### config.mk
export PLATFORM = sky130hd
export DESIGN_NAME = updown_score_counter
export DESIGN_NICKNAME = d
export VERILOG_FILES = /design/src/rtl/score_pkg.sv /design/src/rtl/rise_pulse.sv /design/src/rtl/updown_score_counter.sv
export SDC_FILE = /design/constraint.sdc
export NUM_CORES = 1
export LEC_CHECK = 0
export ABC_AREA = 1
export ABC_CLOCK_PERIOD_IN_PS = 3000
export CORE_UTILIZATION = 50
export CTS_BUF_LIST = sky130_fd_sc_hd__clkbuf_2 sky130_fd_sc_hd__clkbuf_4 sky130_fd_sc_hd__clkbuf_8
export CTS_CLUSTER_SIZE = 40
export DETAILED_ROUTE_END_ITERATION = 6
export PLACE_DENSITY_LB_ADDON = 0.15
export REMOVE_ABC_BUFFERS = 1
export SLEW_MARGIN = 30
export SYNTH_ARGS = -nofsm -noshare
export SYNTH_HDL_FRONTEND = slang
export SYNTH_SLANG_ARGS = --single-unit
### constraint.sdc
create_clock -name clk_i -period 3 [get_ports clk_i]
set_clock_uncertainty 0.05 [all_clocks]
set_input_delay 0.45 -clock clk_i [delete_from_list [all_inputs] [get_ports clk_i]]
set_output_delay 0.45 -clock clk_i [all_outputs]
set_load 0.005 [all_outputs]
### src/rtl/score_pkg.sv
// Shared types and defaults for the score counter family.
package score_pkg;

  typedef enum logic {CNT_SATURATE, CNT_WRAP} cnt_mode_e;

  localparam int SCORE_W_DEFAULT = 4;

endpackage

### src/rtl/rise_pulse.sv
// Rising-edge detector: the history bit is registered, so the pulse appears
// in the same cycle as the input's rising edge.
module rise_pulse (
  input  logic clk_i,
  input  logic rst_i,
  input  logic d_i,
  output logic pulse_o
);

  logic d_q;

  always_ff @(posedge clk_i) begin
    if (rst_i) begin
      d_q <= 1'b0;
    end else begin
      d_q <= d_i;
    end
  end

  assign pulse_o = d_i & ~d_q;

endmodule

### src/rtl/updown_score_counter.sv
// Parametrised up/down score counter with step, wrap/saturate modes,
// optional edge qualification, synchronous load and a sticky done flag.
module updown_score_counter
  import score_pkg::*;
#(
  parameter int        WIDTH       = SCORE_W_DEFAULT,
  parameter int        MAX_COUNT   = 9,
  parameter int        STEP_W      = 2,
  parameter cnt_mode_e MODE        = CNT_SATURATE,
  parameter int        EDGE_DET    = 1,
  parameter int        STICKY_DONE = 1
) (
  input  logic              clk_i,
  input  logic              rst_i,
  input  logic              stop_i,
  input  logic              inc_i,
  input  logic              dec_i,
  input  logic [STEP_W-1:0] step_i,
  input  logic              load_i,
  input  logic [WIDTH-1:0]  load_val_i,
  output logic [WIDTH-1:0]  out_o,
  output logic              at_max_o,
  output logic              at_min_o,
  output logic              done_o,
  output logic              wrapped_o
);

  // One spare bit above the wider of count/step so sums never truncate.
  localparam int            CW       = ((WIDTH > STEP_W) ? WIDTH : STEP_W) + 1;
  localparam logic [CW-1:0] MAX_C    = CW'(MAX_COUNT);
  localparam logic [CW-1:0] M1       = CW'(MAX_COUNT + 1);
  localparam bit            WRAP     = (MODE == CNT_WRAP);
  localparam bit            SAT_DONE = (STICKY_DONE != 0) && !WRAP;

  logic [WIDTH-1:0] out_q, out_d;
  logic             done_q, done_d;
  logic             wrapped_q, wrapped_d;
  logic             inc_ev, dec_ev;
  logic [CW-1:0]    step_c, out_c, sum_c, rem_c;

  generate
    if (EDGE_DET != 0) begin : g_edge
      rise_pulse u_inc_edge (
        .clk_i   (clk_i),
        .rst_i   (rst_i),
        .d_i     (inc_i),
        .pulse_o (inc_ev)
      );
      rise_pulse u_dec_edge (
        .clk_i   (clk_i),
        .rst_i   (rst_i),
        .d_i     (dec_i),
        .pulse_o (dec_ev)
      );
    end else begin : g_level
      assign inc_ev = inc_i;
      assign dec_ev = dec_i;
    end
  endgenerate

  always_comb begin
    step_c    = (step_i == '0) ? CW'(1) : CW'(step_i);
    out_c     = CW'(out_q);
    sum_c     = out_c + step_c;
    rem_c     = (step_c - out_c) % M1;
    out_d     = out_q;
    done_d    = done_q;
    wrapped_d = 1'b0;

    if (load_i) begin
      out_d  = (CW'(load_val_i) > MAX_C) ? WIDTH'(MAX_C) : load_val_i;
      done_d = 1'b0;
    end else if (!(stop_i || done_q) && (inc_ev != dec_ev)) begin
      if (inc_ev) begin
        if (WRAP) begin
          if (sum_c > MAX_C) begin
            out_d     = WIDTH'(sum_c % M1);
            wrapped_d = 1'b1;
          end else begin
            out_d = WIDTH'(sum_c);
          end
        end else if (sum_c >= MAX_C) begin
          out_d = WIDTH'(MAX_C);
          if (SAT_DONE) begin
            done_d = 1'b1;
          end
        end else begin
          out_d = WIDTH'(sum_c);
        end
      end else begin
        if (out_c < step_c) begin
          // Below zero: fold the deficit back from the top of the range.
          if (WRAP) begin
            out_d     = (rem_c == '0) ? '0 : WIDTH'(M1 - rem_c);
            wrapped_d = 1'b1;
          end else begin
            out_d = '0;
          end
        end else begin
          out_d = WIDTH'(out_c - step_c);
        end
      end
    end
  end

  always_ff @(posedge clk_i) begin
    if (rst_i) begin
      out_q     <= '0;
      done_q    <= 1'b0;
      wrapped_q <= 1'b0;
    end else begin
      out_q     <= out_d;
      done_q    <= done_d;
      wrapped_q <= wrapped_d;
    end
  end

  assign out_o     = out_q;
  assign at_max_o  = (out_q == WIDTH'(MAX_COUNT));
  assign at_min_o  = (out_q == '0);
  assign done_o    = done_q;
  assign wrapped_o = wrapped_q;

endmodule

* After elaboration in Yosys (flattened, before gate mapping)
Index checks and enable logic that the tools add are counted.
Word-level totals: output and inout port bits 8, word-level logic and storage cells 30, bits in registers 7, input bits 12
Cells by class: add/subtract/negate cells 2, mux-type cells 7, bitwise gates (word level) 4, order comparisons 3, reductions and logical operators 8, equality and inequality tests 2
Operators with widths (count):
- 2-to-1 mux 4 bit | 6
- adder 4 x 2 -> 5 bit | 1
- >= comparator 5 x 4 -> 1 bit (second input constant) | 1
- == test 4 bit (second input constant) | 1
- greater-than comparator 4 bit (second input constant) | 1
- zero test 4 bit | 1
- < comparator 4 x 2 -> 1 bit | 1
- subtractor 4 x 2 -> 4 bit | 1
- AND reduction 3 bit | 1
- bitwise AND 1 bit | 2
- zero test 2 bit | 1
- 2-to-1 mux 2 bit | 1
- NOT 1 bit | 2
- nonzero test 2 bit | 1
- OR reduction 2 bit | 1
- logical AND 1 bit | 1
- zero test 1 bit | 1
- logical OR 1 bit | 1
- inequality test 1 bit | 1

* Depth between registers and ports, before layout
depth after elaboration 8, mapped depth 14, depth with buffers taken out 14

* Cells and area by module
A second synthesis with hierarchy kept.
Unflattened totals: cells, all modules 109, area, all modules 710.7 um^2
By module, submodules not included:
- updown_score_counter | area an instance 648.1 um^2, sequential area each 100.1 um^2, cells an instance 101, instances 1
- rise_pulse | area an instance 31.3 um^2, sequential area each 20.0 um^2, cells an instance 4, instances 2

* Worst setup path before layout
Ideal clock, no wire load.
path type input to register, start point in step_i[1], end point reg out_q[0] (netlist: out_o[0]), slack 939 ps, data arrival time 1941 ps, data required time 2880 ps, buffers on the path 0, cell stages on the path 12, library setup time 70 ps, path through inv_1 > or2_2 > ha_1 > inv_1 > fa_1 > nand4_1 > nand3_1 > nand2_1 > nand2_1 > nand2_1 > nand2_1 > a21oi_1
Between the ends: word-level cells in the longest chain between the ends 8, elaborated cells between the ends (all ways) 11, classes of those cells add/sub: 2; order compare: 2; mux: 6; reduce/logical: 1
RTL lines:
- from (decl) | line updown_score_counter.sv:18 | input logic [STEP_W-1:0] step_i,
- zero test 2 bit | line updown_score_counter.sv:62 | step_c = (step_i == '0) ? CW'(1) : CW'(step_i);
- 2-to-1 mux 2 bit (*) | line updown_score_counter.sv:62
- adder 4 x 2 -> 5 bit | line updown_score_counter.sv:64 | sum_c = out_c + step_c;
- >= comparator 5 x 4 -> 1 bit | line updown_score_counter.sv:82 | end else if (sum_c >= MAX_C) begin
- 2-to-1 mux 4 bit | line updown_score_counter.sv:82
- 2-to-1 mux 4 bit (*) | line updown_score_counter.sv:74 | if (inc_ev) begin
- 2-to-1 mux 4 bit (*) | line updown_score_counter.sv:73 | end else if (!(stop_i || done_q) && (inc_ev != dec_ev)) begin
- 2-to-1 mux 4 bit (*) | line updown_score_counter.sv:70 | if (load_i) begin
- to (signal assigned) | line updown_score_counter.sv:112 | out_q <= out_d;
- to (decl) | line updown_score_counter.sv:35 | logic [WIDTH-1:0] out_q, out_d;
Every way passes the cells marked *; elsewhere a longest branch is shown, timed or not. The select of a mux whose other input is x is not followed. A chain may end at the register's enable or synchronous reset.

* Worst setup path after layout
Same ends and word-level chain as after synthesis.

==> results by group <==
Place
  • Global placer's final weighted congestion: 0.872
  • Placed cell count: 128
  • I/O Buffers: 18
  • Post-place instance area: 835 um^2
  • Dpl hpwl: 1150 um

Finish
  • Multi-input logic area: 432 um^2
  • Fill count: 107
  • Area growth, synth to finish: 31.1%
  • Cell Count, Final, Fillers Out: 132
  • Post-route cell area: 865 um^2
  • Commonest non-fill, non-tap cell in the layout: clkdlybuf4s50_1
  • Nets: 137
  • Layout cell share with drive strength beyond 1: 14.4%
  • Commonest non-fill, non-tap cells in the layout: clkdlybuf4s50_1, nand2_1, nor2_1, inv_1
  • ANT cells: 0
  • Register Area: 140 um^2

Clocking
  • Hold Buf Count CTS: 0
  • CTS tree: built
  • Clock transition at path regs: 0.05 ns
  • # Post-CTS Setup Buffers: 0
  • Clock Sinks: 7
  • Skew-Pair Late Insertion Delay: 0.26 ns
  • Clock root buffer: clkbuf_4
  • CTS Buf Count: 3
  • Post-CTS sizing: 0
  • Maximum level of the CTS H-tree: 1
  • Max Root-Sink Buffers: 2

Timing
  • Fmax: 393 MHz
  • Final slew viol count: 0
  • Setup TNS: 0 ns
  • # setup viols final: 0
  • Min cycle time layout: 2.55 ns
  • Final Hold Fails: 0
  • RSZ-0062 raised after global routing: false
  • Fin crit share: 84.9%

Critical path
  • CP cell instances: clkdlybuf4s50_1, inv_1, or2_2, ha_1, inv_1, fa_1, nand4_1, nand3_1, nand2_1, nand2_1, nand2_1, nand2_1, a21oi_1
  • CP endpoint kind: register
  • R2r worst-path depth: 9
  • Reg2reg end: done_o
  • CP max FO: 3
  • WS Path Type: in2reg
  • Worst EP required: 3.14 ns
  • Flop2flop setup slack: 1.13 ns
  • CP most frequent cell: nand2_1
  • Top delay family on crit path: simple AND/OR/NAND/NOR gates
  • R2r startpoint: out_o[0]
  • Setup crit start: step_i[1]
  • WP data arrival: 2.69 ns
  • Buf/Inv on CP: 3
  • CP Launch Type: primary input
  • Slowest stage delay, CP: 0.52 ns
  • Worst path slowest cell: clkdlybuf4s50_1

Global route
  • Total track usage: 23.5%
  • First-pass GRT wire length: 2300 um
  • Largest net degree at the start of global routing: 10
  • Initial antenna violation count: 0
  • Vias in the first global route: 574
  • Overflow after GRT: 0

Detailed routing
  • DRT Wirelength: 1480 um
  • # DRC: 0
  • Mean routed wirelength per cell: 11.2 um
  • DR vias/cell: 5.11
  • Vias post-DR: 674
  • Antenna Nets Post-Route: 0
  • Drt pass-1 iters: 4
  • Starting DRT DRC Count: 18

Run
  • Max-Cap Viols: 0

Synthesis
  • Async SR Flop Fraction: 0%
  • Seq cells post-synth: 7
  • Syn Area/Cell: 6.66 um^2
  • Post-synth cell types: 27
  • Synth Flop Type: dfxtp_1
  • Syn. warnings: 0
  • Cell Area, Synth: 659 um^2
  • Seq/Total Area, Yosys: 21.3%
  • EDFF count, synth: 0
  • Syn Inst Count: 99

Power and ir drop
  • Pwr Density: 389 nW/um^2
  • VDD IR-drop max: 0.000265 V
  • Switching Power: 0.000114 W
  • Static Leakage: 0.399 nW
  • Reg power frac: 32.9%
  • Combinational Power Share: 37.6%
  • Clock power share: 29.5%
  • Sw Ratio: 33.9%
  • Cell internal pwr: 0.000222 W

Worst hold path
  • Hold Startpoint: done_o
  • Hold Path Depth: 1
  • Hold WC Path Type: reg2reg
  • Hold path endpoint: done_o

Run status
  • Status: complete, no violations

Floorplan
  • Starting Density: 56.3%
  • Die X: 38.3 um
  • Row count: 12
  • Die H: 38.3 um
  • Die area: 1470 um^2
  • Ports: 20
  • Area of the core: 1170 um^2
==> synth_stat cells (2+ instances only) <==
cell type	n	area, um^2
nor2_1	13	48.8
a21oi_1	7	35.0
inv_2	4	15.0
nand2_2	2	12.5
o21ai_1	2	10.0
fa_1	2	40.0
o21a_1	2	15.0
nor3_1	3	15.0
inv_1	11	41.3
o21ai_0	6	30.0
nand3_1	5	25.0
nand3_2	3	30.0
dfxtp_1	7	140
nand2_1	16	60.1
ha_1	4	50.1
==> worst max-delay path by stage <==
stage	to	slack (ns)	cells after the start
6_report	out_o[0]	0.45	13
5_1_grt	out_o[0]	0.33	13
4_1_cts	out_o[0]	0.46	13
3_5_place_dp	out_o[0]	0.20	13
3_3_place_gp	done_o	0.28	12
2_1_floorplan	out_o[0]	0.94	12
==> cell families after synthesis <==
| kind of cell | synth area share [%] |
|---|---|
| flip-flops | 21.3 |
| adder cells (fa/ha/maj) | 13.7 |
| AO/OA/AOI/OAI | 15.0 |
| buffers and inverters | 13.3 |
| other | 0.569 |
| XOR/XNOR | 2.66 |
| AND/OR/NAND/NOR | 33.6 |
==> worst reg2reg max path, cell delays in order, from the launching register on <==
cell     delay [ns]
dfxtp_1        0.38
ha_1           0.21
inv_1          0.07
fa_1           0.52
nand4_1        0.10
nand3_1        0.11
nand2_1        0.06
nand2_1        0.08
nor2_1         0.05
o21a_1         0.16
==> power groups by stage <==
stage / sequential [W] / combinational (W) / clock (W)
floorplan: 0.000110 / 0.0000753 / 0
global placement: 0.000112 / 0.000122 / 0
detailed placement: 0.000112 / 0.000124 / 0
CTS: 0.000111 / 0.000126 / 0.000101
global route: 0.000111 / 0.000141 / 0.000103
finish: 0.000111 / 0.000127 / 0.0000994
==> stage by stage <==
stage / worst slack, ns / hold WS (ns) / utilization (%) / total power [W]
global route: 0.335 / 0.483 / 73.8 / 0.000355
finish: 0.454 / 0.458 / 73.8 / 0.000337
CTS: 0.463 / 0.465 / 73.8 / 0.000337
floorplan: 0.938 / 0.437 / - / 0.000186
global placement: 0.281 / 0.433 / 71.3 / 0.000234
detailed placement: 0.201 / 0.448 / 71.3 / 0.000237
==> flip-flops by register name, summed over array words and instances (netlist names) <==
name	count
out_o	4
g_edge.u_dec_edge.d_q	1
done_o	1
g_edge.u_inc_edge.d_q	1
==> metal layers <==
metal	GRT usage (%)	share of wire [%]	up-vias	wire length, um
li1	-	-	352	-
met1	24.5	45	289	658
met2	43.6	49	29	721
met3	3.49	5.1	4	75
met4	13.4	1.4	0	20
met5	0	0	-	0
==> final cells by class <==
type | instances | share of cell area (%)
sequential | 7 | 16.2
multi-input combinational | 73 | 49.9
inverter | 16 | 7.53
tap | 14 | 2.03
clock buffer | 4 | 3.47
timing repair buffer | 18 | 20.8
Note: power is estimated with default switching activity, not from simulation.
